===== config.mk =====
export PLATFORM = sky130hd
export DESIGN_NAME = udma_qspi_target
export DESIGN_NICKNAME = d
export VERILOG_FILES = /design/src/rtl/udma_qspi_target_pkg.sv /design/src/rtl/udma_qspi_target_sync.sv /design/src/rtl/udma_qspi_target.sv
export SDC_FILE = /design/constraint.sdc
export NUM_CORES = 1
export LEC_CHECK = 0
export CAP_MARGIN = 0
export CORE_MARGIN = 8
export CORE_UTILIZATION = 32
export DETAILED_ROUTE_END_ITERATION = 16
export PLACE_DENSITY = 0.49
export SLEW_MARGIN = 20
export SYNTH_ARGS = -nofsm -noshare
export SYNTH_HDL_FRONTEND = slang
export SYNTH_SLANG_ARGS = --single-unit

===== constraint.sdc =====
create_clock -name sys_clk_i -period 7.1 [get_ports sys_clk_i]
set_clock_uncertainty 0.1 [all_clocks]
set_input_delay 1.42 -clock sys_clk_i [delete_from_list [all_inputs] [get_ports sys_clk_i]]
set_output_delay 1.42 -clock sys_clk_i [all_outputs]
set_load 0.05 [all_outputs]

===== src/rtl/udma_qspi_target_pkg.sv =====
// Shared command codes, FSM state encoding and command decoder for the QSPI target.
package udma_qspi_target_pkg;

  localparam logic [7:0] CMD_WR_S = 8'h02;
  localparam logic [7:0] CMD_WR_Q = 8'h32;
  localparam logic [7:0] CMD_RD_S = 8'h0B;
  localparam logic [7:0] CMD_RD_Q = 8'h6B;

  typedef enum logic [2:0] {
    IDLE,
    CMD,
    WR_S,
    WR_Q,
    RD_S,
    RD_Q,
    IGNORE
  } target_state_e;

  // Unknown opcodes park the frame in IGNORE until CSN rises.
  function automatic target_state_e decode_cmd(input logic [7:0] opcode);
    case (opcode)
      CMD_WR_S: return WR_S;
      CMD_WR_Q: return WR_Q;
      CMD_RD_S: return RD_S;
      CMD_RD_Q: return RD_Q;
      default:  return IGNORE;
    endcase
  endfunction

endpackage


===== src/rtl/udma_qspi_target_sync.sv =====
// Pin synchroniser for the SPI host signals, with edge detection on SCLK and CSN.
module udma_qspi_target_sync #(
  parameter int SYNC_STAGES = 2
) (
  input  logic       clk,
  input  logic       rst,
  input  logic       sclk_in,
  input  logic       csn_in,
  input  logic [3:0] sdi_in,
  output logic       sclk_rise,
  output logic       sclk_fall,
  output logic       csn_level,
  output logic       csn_rise,
  output logic [3:0] sdi
);

  logic [SYNC_STAGES-1:0]      sclk_sync_reg;
  logic [SYNC_STAGES-1:0]      csn_sync_reg;
  logic [SYNC_STAGES-1:0][3:0] sdi_sync_reg;
  logic                        sclk_prev_reg;
  logic                        csn_prev_reg;

  // Idle levels (CSN high, SCLK low) so reset release never looks like an edge.
  always_ff @(posedge clk or posedge rst) begin
    if (rst) begin
      sclk_sync_reg <= '0;
      csn_sync_reg  <= '1;
      sdi_sync_reg  <= '0;
      sclk_prev_reg <= 1'b0;
      csn_prev_reg  <= 1'b1;
    end else begin
      sclk_sync_reg <= {sclk_sync_reg[SYNC_STAGES-2:0], sclk_in};
      csn_sync_reg  <= {csn_sync_reg[SYNC_STAGES-2:0], csn_in};
      sdi_sync_reg  <= {sdi_sync_reg[SYNC_STAGES-2:0], sdi_in};
      sclk_prev_reg <= sclk_sync_reg[SYNC_STAGES-1];
      csn_prev_reg  <= csn_sync_reg[SYNC_STAGES-1];
    end
  end

  assign sclk_rise = sclk_sync_reg[SYNC_STAGES-1] & ~sclk_prev_reg;
  assign sclk_fall = ~sclk_sync_reg[SYNC_STAGES-1] & sclk_prev_reg;
  assign csn_level = csn_sync_reg[SYNC_STAGES-1];
  assign csn_rise  = csn_sync_reg[SYNC_STAGES-1] & ~csn_prev_reg;
  assign sdi       = sdi_sync_reg[SYNC_STAGES-1];

endmodule


===== src/rtl/udma_qspi_target.sv =====
// QSPI target: decodes host opcodes, packs write data onto the RX stream and
// shifts TX stream words out on single or quad lanes.
module udma_qspi_target
  import udma_qspi_target_pkg::*;
#(
  parameter int SYNC_STAGES = 2,
  parameter int WORD_WIDTH  = 32
) (
  input  logic                  sys_clk_i,
  input  logic                  rst_i,
  input  logic                  spi_sclk_i,
  input  logic                  spi_csn_i,
  input  logic [3:0]            spi_sdi_i,
  output logic [3:0]            spi_sdo_o,
  output logic [3:0]            spi_oe_o,
  output logic [WORD_WIDTH-1:0] rx_data_o,
  output logic                  rx_valid_o,
  input  logic                  rx_ready_i,
  input  logic [WORD_WIDTH-1:0] tx_data_i,
  input  logic                  tx_valid_i,
  output logic                  tx_ready_o,
  output logic                  busy_o,
  output logic                  eot_o,
  output logic                  err_o
);

  localparam int               CNT_W    = $clog2(WORD_WIDTH);
  localparam logic [CNT_W-1:0] LAST_CMD = CNT_W'(7);
  localparam logic [CNT_W-1:0] LAST_S   = CNT_W'(WORD_WIDTH - 1);
  localparam logic [CNT_W-1:0] LAST_Q   = CNT_W'(WORD_WIDTH / 4 - 1);

  logic                  sclk_rise;
  logic                  sclk_fall;
  logic                  csn_level;
  logic                  csn_rise;
  logic [3:0]            sdi;

  target_state_e         state_reg;
  target_state_e         state_next;
  logic [CNT_W-1:0]      cnt_reg;
  logic [6:0]            cmd_reg;
  logic [WORD_WIDTH-1:0] rx_shift_reg;
  logic [WORD_WIDTH-1:0] tx_shift_reg;
  logic [WORD_WIDTH-1:0] rx_data_reg;
  logic                  rx_valid_reg;
  logic                  rx_pending_reg;
  logic                  skip_fall_reg;
  logic                  err_reg;
  logic                  eot_reg;

  logic                  cmd_done;
  logic                  word_done;
  logic                  tx_load;

  udma_qspi_target_sync #(
    .SYNC_STAGES(SYNC_STAGES)
  ) u_sync (
    .clk      (sys_clk_i),
    .rst      (rst_i),
    .sclk_in  (spi_sclk_i),
    .csn_in   (spi_csn_i),
    .sdi_in   (spi_sdi_i),
    .sclk_rise(sclk_rise),
    .sclk_fall(sclk_fall),
    .csn_level(csn_level),
    .csn_rise (csn_rise),
    .sdi      (sdi)
  );

  always_ff @(posedge sys_clk_i or posedge rst_i) begin
    if (rst_i) begin
      state_reg <= IDLE;
    end else begin
      state_reg <= state_next;
    end
  end

  always_comb begin
    state_next = state_reg;
    cmd_done   = 1'b0;
    word_done  = 1'b0;
    tx_load    = 1'b0;
    if (csn_level) begin
      state_next = IDLE;
    end else begin
      case (state_reg)
        IDLE: state_next = CMD;
        CMD: begin
          if (sclk_rise && cnt_reg == LAST_CMD) begin
            cmd_done   = 1'b1;
            state_next = decode_cmd({cmd_reg, sdi[0]});
            tx_load    = (state_next == RD_S) || (state_next == RD_Q);
          end
        end
        WR_S: word_done = sclk_rise && (cnt_reg == LAST_S);
        WR_Q: word_done = sclk_rise && (cnt_reg == LAST_Q);
        RD_S: tx_load = sclk_fall && !skip_fall_reg && (cnt_reg == LAST_S);
        RD_Q: tx_load = sclk_fall && !skip_fall_reg && (cnt_reg == LAST_Q);
        default: ;
      endcase
    end
  end

  always_ff @(posedge sys_clk_i or posedge rst_i) begin
    if (rst_i) begin
      cnt_reg        <= '0;
      cmd_reg        <= '0;
      rx_shift_reg   <= '0;
      tx_shift_reg   <= '0;
      rx_data_reg    <= '0;
      rx_valid_reg   <= 1'b0;
      rx_pending_reg <= 1'b0;
      skip_fall_reg  <= 1'b0;
      err_reg        <= 1'b0;
      eot_reg        <= 1'b0;
    end else begin
      eot_reg        <= csn_rise;
      err_reg        <= 1'b0;
      rx_pending_reg <= word_done;

      if (rx_valid_reg && rx_ready_i) begin
        rx_valid_reg <= 1'b0;
      end
      // A word finishing as CSN rises is discarded with the rest of the frame.
      if (rx_pending_reg && !csn_level) begin
        if (rx_valid_reg && !rx_ready_i) begin
          err_reg <= 1'b1;
        end else begin
          rx_data_reg  <= rx_shift_reg;
          rx_valid_reg <= 1'b1;
        end
      end

      if (tx_load) begin
        tx_shift_reg <= tx_valid_i ? tx_data_i : '0;
        if (!tx_valid_i) begin
          err_reg <= 1'b1;
        end
      end

      if (csn_level || state_reg == IDLE) begin
        cnt_reg       <= '0;
        skip_fall_reg <= 1'b0;
      end else if (cmd_done) begin
        // The MSB is already on the pins; the fall closing the opcode must not shift it away.
        cnt_reg       <= '0;
        skip_fall_reg <= 1'b1;
      end else begin
        case (state_reg)
          CMD: begin
            if (sclk_rise) begin
              cmd_reg <= {cmd_reg[5:0], sdi[0]};
              cnt_reg <= cnt_reg + CNT_W'(1);
            end
          end
          WR_S: begin
            if (sclk_rise) begin
              rx_shift_reg <= {rx_shift_reg[WORD_WIDTH-2:0], sdi[0]};
              cnt_reg      <= word_done ? '0 : cnt_reg + CNT_W'(1);
            end
          end
          WR_Q: begin
            if (sclk_rise) begin
              rx_shift_reg <= {rx_shift_reg[WORD_WIDTH-5:0], sdi};
              cnt_reg      <= word_done ? '0 : cnt_reg + CNT_W'(1);
            end
          end
          RD_S, RD_Q: begin
            if (sclk_fall) begin
              if (skip_fall_reg) begin
                skip_fall_reg <= 1'b0;
              end else if (tx_load) begin
                cnt_reg <= '0;
              end else begin
                tx_shift_reg <= (state_reg == RD_S) ? {tx_shift_reg[WORD_WIDTH-2:0], 1'b0}
                                                    : {tx_shift_reg[WORD_WIDTH-5:0], 4'h0};
                cnt_reg      <= cnt_reg + CNT_W'(1);
              end
            end
          end
          default: ;
        endcase
      end
    end
  end

  always_comb begin
    spi_sdo_o = 4'h0;
    spi_oe_o  = 4'h0;
    case (state_reg)
      RD_S: begin
        spi_oe_o  = 4'b0010;
        spi_sdo_o = {2'b00, tx_shift_reg[WORD_WIDTH-1], 1'b0};
      end
      RD_Q: begin
        spi_oe_o  = 4'b1111;
        spi_sdo_o = tx_shift_reg[WORD_WIDTH-1 -: 4];
      end
      default: ;
    endcase
  end

  assign tx_ready_o = tx_load & tx_valid_i;
  assign rx_data_o  = rx_data_reg;
  assign rx_valid_o = rx_valid_reg;
  assign busy_o     = ~csn_level;
  assign eot_o      = eot_reg;
  assign err_o      = err_reg;

endmodule


==> reports/results.txt <==
Fill cells - 1808
vias in the first global route - 4608
Die Span Y - 153.7 um
Die Width - 153.7 um
clock-pin slew on the worst setup and hold paths - 0.05 ns
#FFs+latches synth - 130
worst hold path depth - 0
final setup vio count - 0
max incr delay on CP - 0.87 ns
critical path capture point type - primary output
critical-path cell list - clkdlybuf4s50_1 -> buf_4 -> a21boi_0 -> clkdlybuf4s50_1
total power - 1.741 mW
Fmax - 0.2035 GHz
Inst Count DP - 863
Starting Density - 0.3252
register area share after synthesis - 0.5371
Crit Path Max Fanout - 34
crit share post-route - 0.6920
Slew headroom - 0.2442
Hold WC Path Type - flip-flop to flip-flop
Final Util - 0.4105
Port Buffers - 86
design area - 7652 sq um
setup bufs post-CTS - 0
CTS buffer count - 17
Synthesis Warnings - 0
largest net degree at the start of global routing - 70
Worst-Skew Late Latency - 0.41 ns
DRT iter0 DRCs - 262
global-route usage over all layers - 0.1220
TritonCTS clock tree - built
register area - 3257 sq um
hold_sp - u_sync.sdi_sync_reg[1]
Critical Path Start - tx_valid_i
Worst setup SP type - primary input
Required @ worst endpoint - 5.58 ns
leakage power - 3.293 nW
Setup TNS - 0 ns
post-layout min period - 4.913 ns
Main synth FF type - dfrtp_1
DRC - 0
PD cells - 227.5 nW/um^2
post-CTS sizing - 0
EDFF count, synth - 0
Area Growth Syn to Fin - 26.21%
clock buffer depth - 2
TritonRoute pass-1 iters - 4
number of antenna violations at the first check in global routing - 0
placed inst area - 7051 sq um
Netlist Area Pre-Place - 6063 sq um
slowest cell on the critical path - clkdlybuf4s50_1
hold buffer count at CTS - 0
Detail Route Antenna Nets - 0
synthesized area per cell - 10.45 sq um
net count after synthesis - 624
core area - 18640 sq um
Avg WL per Cell - 15.48 um
Peak supply drop - 0.0001653 V
Yosys cell types - 52
total gr overflow - 0
R2R depth - 7
Cells after Synth - 580
DP Wirelength - 9231 um
final worst slack - 2.187 ns
Tightest Pin Transition - 1.129 ns
hold_ws - 0.2479 ns
fraction of registers with async set/reset - 1.000
drt via density - 4.991
Clock Sinks - 130
Fin. Hold Viols - 0
worst reg2reg path startpoint - state_reg[2]
max-slew violations - 0
final wirelength - 13820 um
Setup CP Type - primary input to primary output
fin cells - 893
worst slack, placed - 2.171 ns
Root Buffer - clkbuf_16
Final Wtd Congestion - 0.7587
H-tree levels - 4
area occupied by multi-input gates - 2570 sq um
share of cells above drive strength 1 - 0.1381
max-cap check violation count - 0
Die Area - 23610 sq um
# diodes - 0
via count - 4457
most frequent CP cell - clkdlybuf4s50_1
first-pass GRT wire length - 23630 um
site row count - 50
IO Count - 87
unrepaired setup endpoints after global routing - false
outcome - finished, final reports clean
CP arrival - 3.39 ns
fin nets - 692
## layer usage
layer  wire length, um  track usage  vias to the layer above
li1                  -            -                     2192
met3               596      0.03728                        5
met1              6607       0.1555                     2165
met5                 0            0                        -
met2              6542       0.1940                       95
met4                74      0.04013                        0
## synth_stat cells, types with 2 or more instances
cell type	instances	share of area
dfrtp_1	127	0.52
nor2_1	12	0.0074
or3_1	2	0.0021
and2_1	4	0.0041
clkbuf_1	23	0.014
nor3_1	4	0.0033
mux2_2	40	0.074
nand2b_1	3	0.0031
o21ai_0	80	0.066
nor3b_1	2	0.0025
and3b_1	2	0.0029
buf_2	10	0.0083
o21ai_1	4	0.0033
buf_6	5	0.0093
dfstp_2	3	0.013
nor2b_1	2	0.0021
mux2i_1	32	0.053
nand3b_1	4	0.0050
o211ai_1	34	0.042
clkbuf_2	3	0.0025
and3_1	4	0.0041
nand2_1	103	0.064
ha_1	2	0.0041
buf_4	2	0.0025
xnor2_1	2	0.0029
nand3_1	38	0.031
a32oi_1	2	0.0029
a21oi_1	5	0.0041
inv_1	3	0.0019
## path summary, 6_finish.rpt
path                                     to  slack, ns
max                              tx_ready_o       2.19
min                           u_sync.sdi[1]       0.25
max reg2reg                tx_shift_reg[28]       3.88
min reg2reg                   u_sync.sdi[1]       0.25
max in group asynchronous  tx_shift_reg[14]       4.08
min in group asynchronous      rx_data_o[0]       1.41
## layout make-up
cell class	count	area share
Multi-Input combinational cell	402	0.3358
Timing Repair Buffer	93	0.1194
Tap cell	234	0.03826
Inverter	4	0.002289
Clock inverter	9	0.01717
Clock buffer	21	0.06148
Sequential cell	130	0.4256
## worst max-delay path, delay by kind of cell
kind,cells,cell delay (ns)
AOI/OAI and AO/OA,1,0.34
buffers and inverters,3,1.62
## layout by cell type (no fill, tap or decap), drive strengths merged, types with 2 or more instances in the layout
cell	instances
nand2	103
nand2b	4
o21ai	84
bufinv	3
nor3	6
a32oi	3
clkdlybuf4s50	86
nor4	2
and3	4
mux2	41
buf	7
nand3b	4
xnor2	2
mux2i	32
or3	2
ha	2
dfstp	3
a211oi	2
nand3	38
clkinvlp	3
dfrtp	127
o211ai	34
nor2	12
clkinv	4
inv	3
nor2b	2
and3b	2
a21oi	6
clkbuf	21
nor3b	3
and2	4
## power breakdown
part	total, mW	switching, mW	internal, mW
clock	0.880	0.305	0.575
sequential	0.775	0.0168	0.758
combinational	0.0856	0.0432	0.0424
## cells by family after synthesis
kind of cell,share of synthesized area
AOI/OAI and AO/OA,0.1366
xor gates and xnor gates,0.004334
DFF,0.5371
adders and majority gates,0.004126
muxes,0.1296
buffers and inverters,0.03982
and+or+nand+nor,0.1484
(Power assumes the default switching activity.)
